===== config.mk =====
export PLATFORM = sky130hd
export DESIGN_NAME = pixel_write_arbiter
export DESIGN_NICKNAME = d
export VERILOG_FILES = /design/src/rtl/pixel_arb_pkg.sv /design/src/rtl/pixel_arb_rr.sv /design/src/rtl/pixel_write_arbiter.sv
export SDC_FILE = /design/constraint.sdc
export NUM_CORES = 1
export LEC_CHECK = 0
export ABC_AREA = 1
export CORE_MARGIN = 3
export CORE_UTILIZATION = 25
export DETAILED_ROUTE_END_ITERATION = 6
export PLACE_DENSITY = 0.59
export SYNTH_ARGS = -nofsm -noshare
export SYNTH_HDL_FRONTEND = slang
export SYNTH_SLANG_ARGS = --single-unit

===== constraint.sdc =====
create_clock -name clk -period 1.2 [get_ports clk]
set_input_delay 0.12 -clock clk [delete_from_list [all_inputs] [get_ports clk]]
set_output_delay 0.12 -clock clk [all_outputs]
set_load 0.01 [all_outputs]

===== src/rtl/pixel_arb_pkg.sv =====
// Shared types and widths for the pixel write arbiter.
package pixel_arb_pkg;

    typedef enum logic {
        IDLE = 1'b0,
        WAIT = 1'b1
    } state_t;

    localparam int GAP_W  = 4;
    localparam int DROP_W = 8;

    localparam logic [DROP_W-1:0] DROP_MAX = {DROP_W{1'b1}};

endpackage


===== src/rtl/pixel_arb_rr.sv =====
// Two-requester grant selection. Compile-time option PIXEL_ARB_PRIO_EN selects
// strict r0 priority instead of round-robin.
module pixel_arb_rr (
    input  logic       valid0,
    input  logic       valid1,
    input  logic       last_grant,   // 0: r0 granted most recently, 1: r1
    output logic [1:0] grant
);

`ifdef PIXEL_ARB_PRIO_EN
    always_comb begin
        grant = 2'b00;
        if (valid0) begin
            grant = 2'b01;
        end else if (valid1) begin
            grant = 2'b10;
        end
    end
`else
    always_comb begin
        grant = {valid1, valid0};
        // On a tie the requester that did not win last time goes first.
        if (valid0 && valid1) begin
            grant = last_grant ? 2'b01 : 2'b10;
        end
    end
`endif

endmodule


===== src/rtl/pixel_write_arbiter.sv =====
// Arbitrates two pixel-write requesters onto one LED-controller pixel port,
// enforcing GAP idle cycles after each write. Option: PIXEL_ARB_PRIO_EN.
module pixel_write_arbiter
    import pixel_arb_pkg::*;
#(
    parameter int ASIZE = 6,
    parameter int CSIZE = 8,
    parameter int XMAX  = 63,
    parameter int YMAX  = 63,
    parameter int GAP   = 2
) (
    input  logic              clk,
    input  logic              rst_n,
    input  logic              r0_valid,
    output logic              r0_ready,
    input  logic [ASIZE-1:0]  r0_x,
    input  logic [ASIZE-1:0]  r0_y,
    input  logic [CSIZE-1:0]  r0_color,
    input  logic              r1_valid,
    output logic              r1_ready,
    input  logic [ASIZE-1:0]  r1_x,
    input  logic [ASIZE-1:0]  r1_y,
    input  logic [CSIZE-1:0]  r1_color,
    output logic [ASIZE-1:0]  pix_x,
    output logic [ASIZE-1:0]  pix_y,
    output logic [CSIZE-1:0]  pix_color,
    output logic              pix_write,
    output logic              busy,
    output logic [DROP_W-1:0] drop_cnt
);

    localparam logic [GAP_W-1:0] GAP_LOAD = GAP_W'(GAP);
    localparam logic [31:0]      X_LIM    = 32'(XMAX);
    localparam logic [31:0]      Y_LIM    = 32'(YMAX);

    state_t            state_reg;
    state_t            state_next;
    logic [GAP_W-1:0]  gap_reg;
    logic [GAP_W-1:0]  gap_next;
    logic              last_grant_reg;
    logic [1:0]        grant;
    logic              idle;
    logic              accept;
    logic              in_range;
    logic              write_go;
    logic              drop_go;
    logic [ASIZE-1:0]  sel_x;
    logic [ASIZE-1:0]  sel_y;
    logic [CSIZE-1:0]  sel_color;

    pixel_arb_rr u_rr (
        .valid0     (r0_valid),
        .valid1     (r1_valid),
        .last_grant (last_grant_reg),
        .grant      (grant)
    );

    assign idle      = (state_reg == IDLE);
    assign sel_x     = grant[1] ? r1_x     : r0_x;
    assign sel_y     = grant[1] ? r1_y     : r0_y;
    assign sel_color = grant[1] ? r1_color : r0_color;

    // Coordinates are widened so the bound check stays correct even when
    // XMAX/YMAX do not fit in ASIZE bits.
    assign in_range = ({{(32-ASIZE){1'b0}}, sel_x} <= X_LIM) &&
                      ({{(32-ASIZE){1'b0}}, sel_y} <= Y_LIM);
    assign accept   = idle && (grant != 2'b00);
    assign write_go = accept && in_range;
    assign drop_go  = accept && !in_range;

    // State register
    always_ff @(posedge clk or negedge rst_n) begin
        if (!rst_n) begin
            state_reg <= IDLE;
            gap_reg   <= '0;
        end else begin
            state_reg <= state_next;
            gap_reg   <= gap_next;
        end
    end

    // Next-state logic
    always_comb begin
        state_next = state_reg;
        gap_next   = gap_reg;
        case (state_reg)
            IDLE: begin
                if (write_go) begin
                    state_next = WAIT;
                    gap_next   = GAP_LOAD;
                end
            end
            WAIT: begin
                if (gap_reg != '0) begin
                    gap_next = gap_reg - 1'b1;
                end else begin
                    state_next = IDLE;
                end
            end
            default: begin
                state_next = IDLE;
                gap_next   = '0;
            end
        endcase
    end

    // FSM outputs
    always_comb begin
        r0_ready = idle && grant[0];
        r1_ready = idle && grant[1];
        busy     = !idle;
    end

    // Pixel port, grant pointer and drop counter
    always_ff @(posedge clk or negedge rst_n) begin
        if (!rst_n) begin
            pix_write      <= 1'b0;
            pix_x          <= '0;
            pix_y          <= '0;
            pix_color      <= '0;
            last_grant_reg <= 1'b1;
            drop_cnt       <= '0;
        end else begin
            pix_write <= write_go;
            if (write_go) begin
                pix_x          <= sel_x;
                pix_y          <= sel_y;
                pix_color      <= sel_color;
                last_grant_reg <= grant[1];
            end
            if (drop_go && (drop_cnt != DROP_MAX)) begin
                drop_cnt <= drop_cnt + 1'b1;
            end
        end
    end

endmodule


### Yosys cells after proc, flatten, opt, wreduce, memory -nomap -nowiden

Index checks and enable logic that the tools add are counted.

| storage, ports and cells | value |
|---|---|
| flip-flop bits (word level) | 27 |
| word-level logic and storage cells | 29 |
| output and inout bits | 32 |

| operators by class | value |
|---|---|
| reduce and logical (&&, ||, !) cells | 7 |
| eq/ne operators | 2 |
| mux-type cells | 11 |
| $add $sub $neg | 1 |
| bitwise operators | 1 |

Operator list:

| cell | count |
|---|---|
| 6-bit two-way mux | 2 |
| 4-bit two-way mux | 2 |
| 8-bit two-way mux | 1 |
| 4-bit one-hot mux with 2 select lines | 1 |
| 1-bit logical AND | 4 |
| 2-bit two-way mux | 2 |
| 2-bit by 1-bit != test with 1-bit output (second input constant) | 2 |
| 4-bit nonzero test | 1 |
| 4-bit by 1-bit subtractor with 4-bit output (second input constant) | 1 |
| 1-bit two-way mux | 2 |
| 1-bit one-hot mux with 2 select lines | 1 |
| 2-bit AND reduction | 1 |
| 2-bit nonzero test | 1 |
| 1-bit NOT | 1 |

### Depth between registers and ports, before layout

| depth | value |
|---|---|
| depth in word-level cells | 6 |
| mapped depth | 8 |
| depth with buffers taken out | 8 |

### Hierarchy

Synthesis repeated with hierarchy kept, for this count alone.

| second synthesis, totals | value |
|---|---|
| cell total of the unflattened synthesis | 141 |
| area, all modules | 1340.0 um2 |

Modules (own cells, without submodules):

| module | cells each | instances | area each (um2) |
|---|---|---|---|
| pixel_write_arbiter | 136 | 1 | 1318.8 |
| pixel_arb_rr | 5 | 1 | 21.3 |

### Least setup slack after synthesis

No wires, ideal clock.

| timing path | value |
|---|---|
| path type | reg2reg |
| start | reg state_reg (netlist: busy) |
| end | reg pix_color[1] |
| buffers on the path | 2 |
| stages on the path, launching flop included | 5 |
| data arrival time | 1.008 ns |
| clock period less this slack | 1.137 ns |
| required time | 1.071 ns |
| setup slack | 0.063 ns |
| path through | dfrtp_1 > buf_2 > nor2_4 > buf_2 > a31oi_1 |

| between the ends | value |
|---|---|
| longest elaborated chain between the ends | 2 |

Ends and longest elaborated chain:

| what | RTL line | RTL |
|---|---|---|
| from (decl) | pixel_write_arbiter.sv:36 | `state_t state_reg;` |
| from (signal assigned) | pixel_write_arbiter.sv:77 | `state_reg <= state_next;` |
| 1-bit NOT | -- |  |
| 1-bit logical AND | pixel_write_arbiter.sv:67 | `assign accept = idle && (grant != 2'b00);` |
| to (signal assigned) | pixel_write_arbiter.sv:128 | `pix_color <= sel_color;` |
| to (decl) | pixel_write_arbiter.sv:26 | `output logic [CSIZE-1:0] pix_color,` |

No other way between the ends.
A chain may end at the register's enable or synchronous reset.

### Final worst setup path

| timing path | value |
|---|---|
| start | reg last_grant_reg |
| end | out r1_ready |

| between the ends | value |
|---|---|
| longest elaborated chain between the ends | 3 |

Ends and longest elaborated chain:

| what | RTL line | RTL |
|---|---|---|
| from (decl) | pixel_write_arbiter.sv:40 | `logic last_grant_reg;` |
| from (signal assigned) | pixel_write_arbiter.sv:129 | `last_grant_reg <= grant[1];` |
| 2-bit two-way mux | pixel_arb_rr.sv:24 | `grant = last_grant ? 2'b01 : 2'b10;` |
| 2-bit two-way mux | pixel_arb_rr.sv:23 | `if (valid0 && valid1) begin` |
| 1-bit logical AND | pixel_write_arbiter.sv:110 | `r1_ready = idle && grant[1];` |
| to (decl) | pixel_write_arbiter.sv:20 | `output logic r1_ready,` |

No other way between the ends.

==> impl_metrics.py <==
metrics = {
    "yosys": {
        "yosysMostFrequentCell": "nand2_1",
        "ys_seq_area_frac": 0.502,
        "synth_compound_gate_area_share": 0.112,
        "syn_area_um2": 1350,
        "synth-main-ff-cell": "dfrtp_1",
        "synth_adder_area_share": 0.00928,
        "synth-edff-count": 0,
        "synth.area.mux_share": 0,
        "async_reset_ff_frac": 1.00,
        "synth_top_area_cell": "dfrtp_1",
        "synth_top_area_share": 0.482,
        "synthSimpleGateAreaFrac": 0.266,
        "synth_xor_area_frac": 0,
        "synth_cell_types": 19,
        "ys_top_cells_by_count": "nand2_1 (33), dfrtp_1 (26), nand3_1 (24), nor2_1 (24), a31oi_1 (20)",
        "synthTopCellsByArea": "dfrtp_1 (48%), a31oi_1 (9.3%), nand2_1 (9.2%)",
        "ys_ff_latch": 27,
        "synth_top_family_by_area": "simple AND/OR/NAND/NOR gates",
        "synth_warnings": 0,
        "synthCells": 165,
        "syn_area_per_cell_um2": 8.17,
    },
    "layout": {
        "drive_gt1_frac": 0.233,
        "largest_reg_flops": 8,
        "antennaDiodeCount": 0,
        "fin_nets": 295,
        "reg_top3": "pix_color x8, pix_x x6, pix_y x6",
        "area_growth_pct": 74.5,
        "stdcell_count": 319,
        "fin_util": 0.455,
        "largest-register": "pix_color",
        "fin_area_um2": 2350,
    },
    "setup_path": {
        "worstSetupEndpointType": "primary output",
        "worstPathCellList": "nand2_2, nand2_2, nor2_1, buf_2",
        "start_kind": "flop",
        "regToRegSetupSlack_ns": -0.07,
        "crit_family": "flip-flops",
        "critPathSlowestCell": "dfstp_2",
        "ff2ff_path_depth": 7,
        "max_stage_delay_ns": 0.56,
        "crit_type": "flop to primary output",
        "crit_top_cell": "nand2_2",
        "crit_arrival_ns": 1.15,
        "startpoint": "last_grant_reg$_DFFE_PN1P_",
        "critical_path_buf_inv_count": 1,
        "cp_max_fo": 2,
        "r2r-start": "busy$_DFF_PN0_",
        "worstPathRequired_ns": 1.08,
        "rr_endpoint": "pix_color[4]$_DFFE_PN0P_",
    },
    "global_routing": {
        "grt_pass1_wl_um": 6130,
        "grt_pass1_vias": 1326,
        "antenna_found_initial": 0,
        "grt.total_usage": 0.125,
        "grt_max_degree": 23,
        "grt_overflow": 0,
    },
    "clock_tree": {
        "ctsHtreeMaxLevel": 1,
        "clock_path_buffers": 2,
        "cts_buffers": 3,
        "cts_hold_buf": 0,
        "cts_root_buf": "clkbuf_8",
        "cts_tree": "built",
        "clkTransAtPathRegs_ns": 0.10,
        "clk_latency_ns": 0.27,
        "clock-sinks": 27,
    },
    "route": {
        "firstDrtPassIters": 4,
        "ant_nets": 0,
        "wl_um": 4150,
        "drc": 0,
        "vias": 1384,
        "drtIter0Drc": 92,
        "viasPerCell": 4.34,
        "wl_per_cell_um": 13.0,
    },
    "place": {
        "dp_hpwl_um": 2820,
        "port_buffers": 67,
        "dp_cells": 307,
        "placed_area_um2": 2160,
        "gp_congestion": 0.713,
        "pre_cts_slack_ns": -0.341,
    },
    "sta": {
        "maxSlewViolCount": 0,
        "finClkSkew_ns": 0.00292,
        "fin_crit_sh": 1.06,
        "fin_tns_setup_ns": -1.33,
        "worst_slack_ns": -0.0748,
        "clock.fmax_ghz": 0.784,
        "rsz0062_at_grt": "yes",
        "finalSetupViolCount": 26,
        "layout_min_cycle_time_ns": 1.27,
        "hold_viol_final": 0,
    },
    "power": {
        "sw_frac_of_total": 0.394,
        "switching_power_mw": 2.01,
        "internal_power_mw": 3.09,
        "pwr-share-seq": 0.318,
        "p_leak_nw": 1.04,
        "pwr-share-clk": 0.102,
        "combPwrFrac": 0.579,
        "power_density_nw_per_um2": 2170,
        "ir_drop_mv": 0.733,
    },
    "die": {
        "die_y_um": 79.5,
        "io_pins": 76,
        "dieArea_um2": 6310,
        "coreArea_um2": 5170,
        "row_count": 26,
        "die_x_um": 79.5,
        "initial_utilization": 0.261,
    },
    "job": {
        "maxCapViolCount": 0,
    },
    "outcome": {
        "violations": "negative setup slack",
        "outcome": "finished with violations",
    },
    "worst_hold_path": {
        "hp-class": "input port to async pin",
    },
}
==> power by group through the flow <==
stage          registers, mW  clock network, mW  logic (mW)
5_1_grt                 1.69              0.598        3.28
3_5_place_dp            1.62                  0        2.62
6_report                1.63              0.522        2.96
4_1_cts                 1.60              0.551        2.53
3_3_place_gp            1.62                  0        2.59
2_1_floorplan           1.78                  0        1.11
==> how the worst max path moves through the flow <==
stage | slack [ns] | end | cells past startpoint
6_report | -0.07 | r1_ready | 4
5_1_grt | -0.15 | pix_y[5]$_DFFE_PN0P_ | 7
4_1_cts | -0.10 | pix_color[2]$_DFFE_PN0P_ | 6
3_5_place_dp | -0.34 | r0_ready | 4
3_3_place_gp | -0.37 | r0_ready | 4
2_1_floorplan | 0.06 | pix_color[1]$_DFFE_PN0P_ | 4
==> metal layers <==
layer | GRT usage | wire length [µm] | vias to the layer above
met5 | 0 | 0 | -
met1 | 0.154 | 1770 | 634
met2 | 0.212 | 2090 | 46
met4 | 0.0464 | 38 | 0
li1 | - | - | 702
met3 | 0.0293 | 252 | 2
==> repair_timing <==
item                       CTS  global route
setup buffers                2             4
pin swaps                    5             3
gates resized for setup     43            26
gates cloned                 1             1
setup endpoints to repair   48            29
==> area by class of cell <==
cell class	count	area (µm²)
fillers	528	2820
repair buffers	92	873
flip-flops and latches	27	677
multi-input cells	118	634
well taps	70	87.6
clock buffers	3	41.3
inverters	8	35.0
clock inverters	1	5.00
==> cells by family (layout without fill, tap and decap cells) <==
group           Yosys count  count (layout)
fa+ha+maj                 1               1
compound gates           25              25
simple gates             84              84
other cells               1               8
flops                    27              27
buf+inv                  27             104
==> per-stage QoR <==
stage | total power [mW] | hold slack [ns]
after floorplan | 2.89 | -0.176
after global placement | 4.21 | 0.467
after detailed placement | 4.24 | 0.464
after CTS | 4.68 | 0.166
after global routing | 5.56 | 0.170
final | 5.11 | 0.167
==> layout by cell type, fill, tap and decap left out, types with 2 or more instances in the layout <==
master | synthesis | layout
dfrtp_1 | 26 | 26
buf_6 | 0 | 7
a31oi_1 | 20 | 20
conb_1 | 1 | 8
nand2_2 | 1 | 8
inv_1 | 6 | 5
buf_4 | 10 | 16
clkbuf_8 | 0 | 3
nor2_2 | 0 | 8
nor2_1 | 24 | 16
inv_4 | 0 | 2
buf_2 | 5 | 2
nand2_1 | 33 | 24
clkdlybuf4s50_1 | 0 | 43
nand3_1 | 24 | 24
dlygate4sd2_1 | 0 | 21
No activity file was read; power rests on OpenSTA's default activity.
==> RTL edit, RTL diff (same settings) <==
`XMAX`: 63 -> 32.
--- a/src/rtl/pixel_write_arbiter.sv
+++ b/src/rtl/pixel_write_arbiter.sv
@@ -6,5 +6,5 @@
     parameter int ASIZE = 6,
     parameter int CSIZE = 8,
-    parameter int XMAX  = 63,
+    parameter int XMAX  = 32,
     parameter int YMAX  = 63,
     parameter int GAP   = 2
Formal check against the unedited RTL: not equivalent (a bounded check fails within 4 cycles, from zero or initial values and one cycle with rst_n low).
==> RTL edit against the original RTL <==
The flow still finishes with violations (negative setup slack); design area increased by 38%; highest routed layer unchanged; setup slack got worse by 0.46 ns; sequential power increased by 21%; fmax decreased by 27%; area after synthesis increased by 40%; clock skew increased by 0.00080 ns; total power increased by 21%; count of clock-buffer cells in the layout increased by 2; routed wire length increased by 20%; sequential cell count increased by 8; sequential share of layout area decreased by 1.7 points.
==> RTL edit: results <==
[logic_synthesis]
synth_compound_area_frac = 0.1110
seq_area_frac_synth = 0.4633
synthTopCellsByArea = dfrtp_1 45%, nand2_1 12%, mux2i_1 7.4%, o21ai_2 5.6%, nand3_1 4.0%
synthMuxAreaShare = 0.07403
synth_commonest_cells = 58 x nand2_1, 34 x dfrtp_1, 17 x inv_1, 15 x nand3_1, 14 x mux2i_1
postSynthCellCount = 208
ys_types = 27
yosys.area_share.xor_xnor = 0.03239

[worst_setup_path]
cp_data_arrival_time_ns = 1.92
r2r_end = drop_cnt[1]$_DFFE_PN0P_
path_max_fanout = 8
r2r_start = last_grant_reg$_DFFE_PN1P_
crit_type = reg -> reg
reg2regPathDepth = 12

[clocking]
cts_buffers = 5
clock_latency_ns = 0.29
cts.htree.levels = 2

[sta]
hold_slack_ns = 0.2949
setup_viol = 37
clock_skew_ns = 0.003720
max_slew_margin = 0.7118
layout_setup_ws_ns = -0.5369
tns_ns = -17.94

[outcome]
violations = negative setup slack
outcome = finished with violations

[power]
irDropWorstVdd_v = 0.0007123
p_switching_mw = 2.409
p_leak_nw = 1.642
p_per_area_mw_per_mm2 = 1911
clk-power_mw = 0.850

[global_route]
grtUsageMet3 = 0.03138
track_usage = 0.1263
grtUsageMet2 = 0.2166
grt_pass1_vias = 1863
grt_max_degree = 22
grt_pass1_wl_mm = 8.645
grt_use_met1 = 0.1525

[route]
via_per_inst = 4.119
vias = 1771
first_iter_violations = 28
wl_met2_mm = 2.541
met1Wirelength_mm = 2.167

[placed_design]
post-place-ws_ns = -0.6818
portBuffers = 75
placed_area_mm2 = 0.003048
hpwl_mm = 3.810
dp.cells = 412

[final_layout]
top_regs = drop_cnt (8), pix_color (8)
fin_nets = 376

[min_path]
holdCritPathClass = in -> async
## RTL edit: final cells by class
cell class / count / area (um2)
multi-input cells: 147 / 972.2
clock inverters: 3 / 20.02
repair buffers: 121 / 1094
flip-flops and latches: 35 / 877.1
well taps: 99 / 123.9
inverters: 19 / 81.33
fillers: 756 / 4049
clock buffers: 5 / 68.82
repair inverters: 1 / 6.256
## RTL edit: critical path: cells and delay by family (launching register included)
family,cells,cell delay (ns)
flip-flops,1,0.56
AO/OA/AOI/OAI,2,0.14
buffers and inverters,4,0.46
AND/OR/NAND/NOR,6,0.46
## RTL edit: what timing repair did
| item | 4_1_cts | 5_1_grt |
|---|---|---|
| cloned | 1 | 0 |
| resized for setup | 64 | 9 |
| setup buffers | 8 | 0 |
| hold endpoints to repair | 14 | 0 |
| endpoints found under the setup margin | 67 | 42 |
| hold buffers | 1 | 0 |
| pin swaps | 3 | 0 |
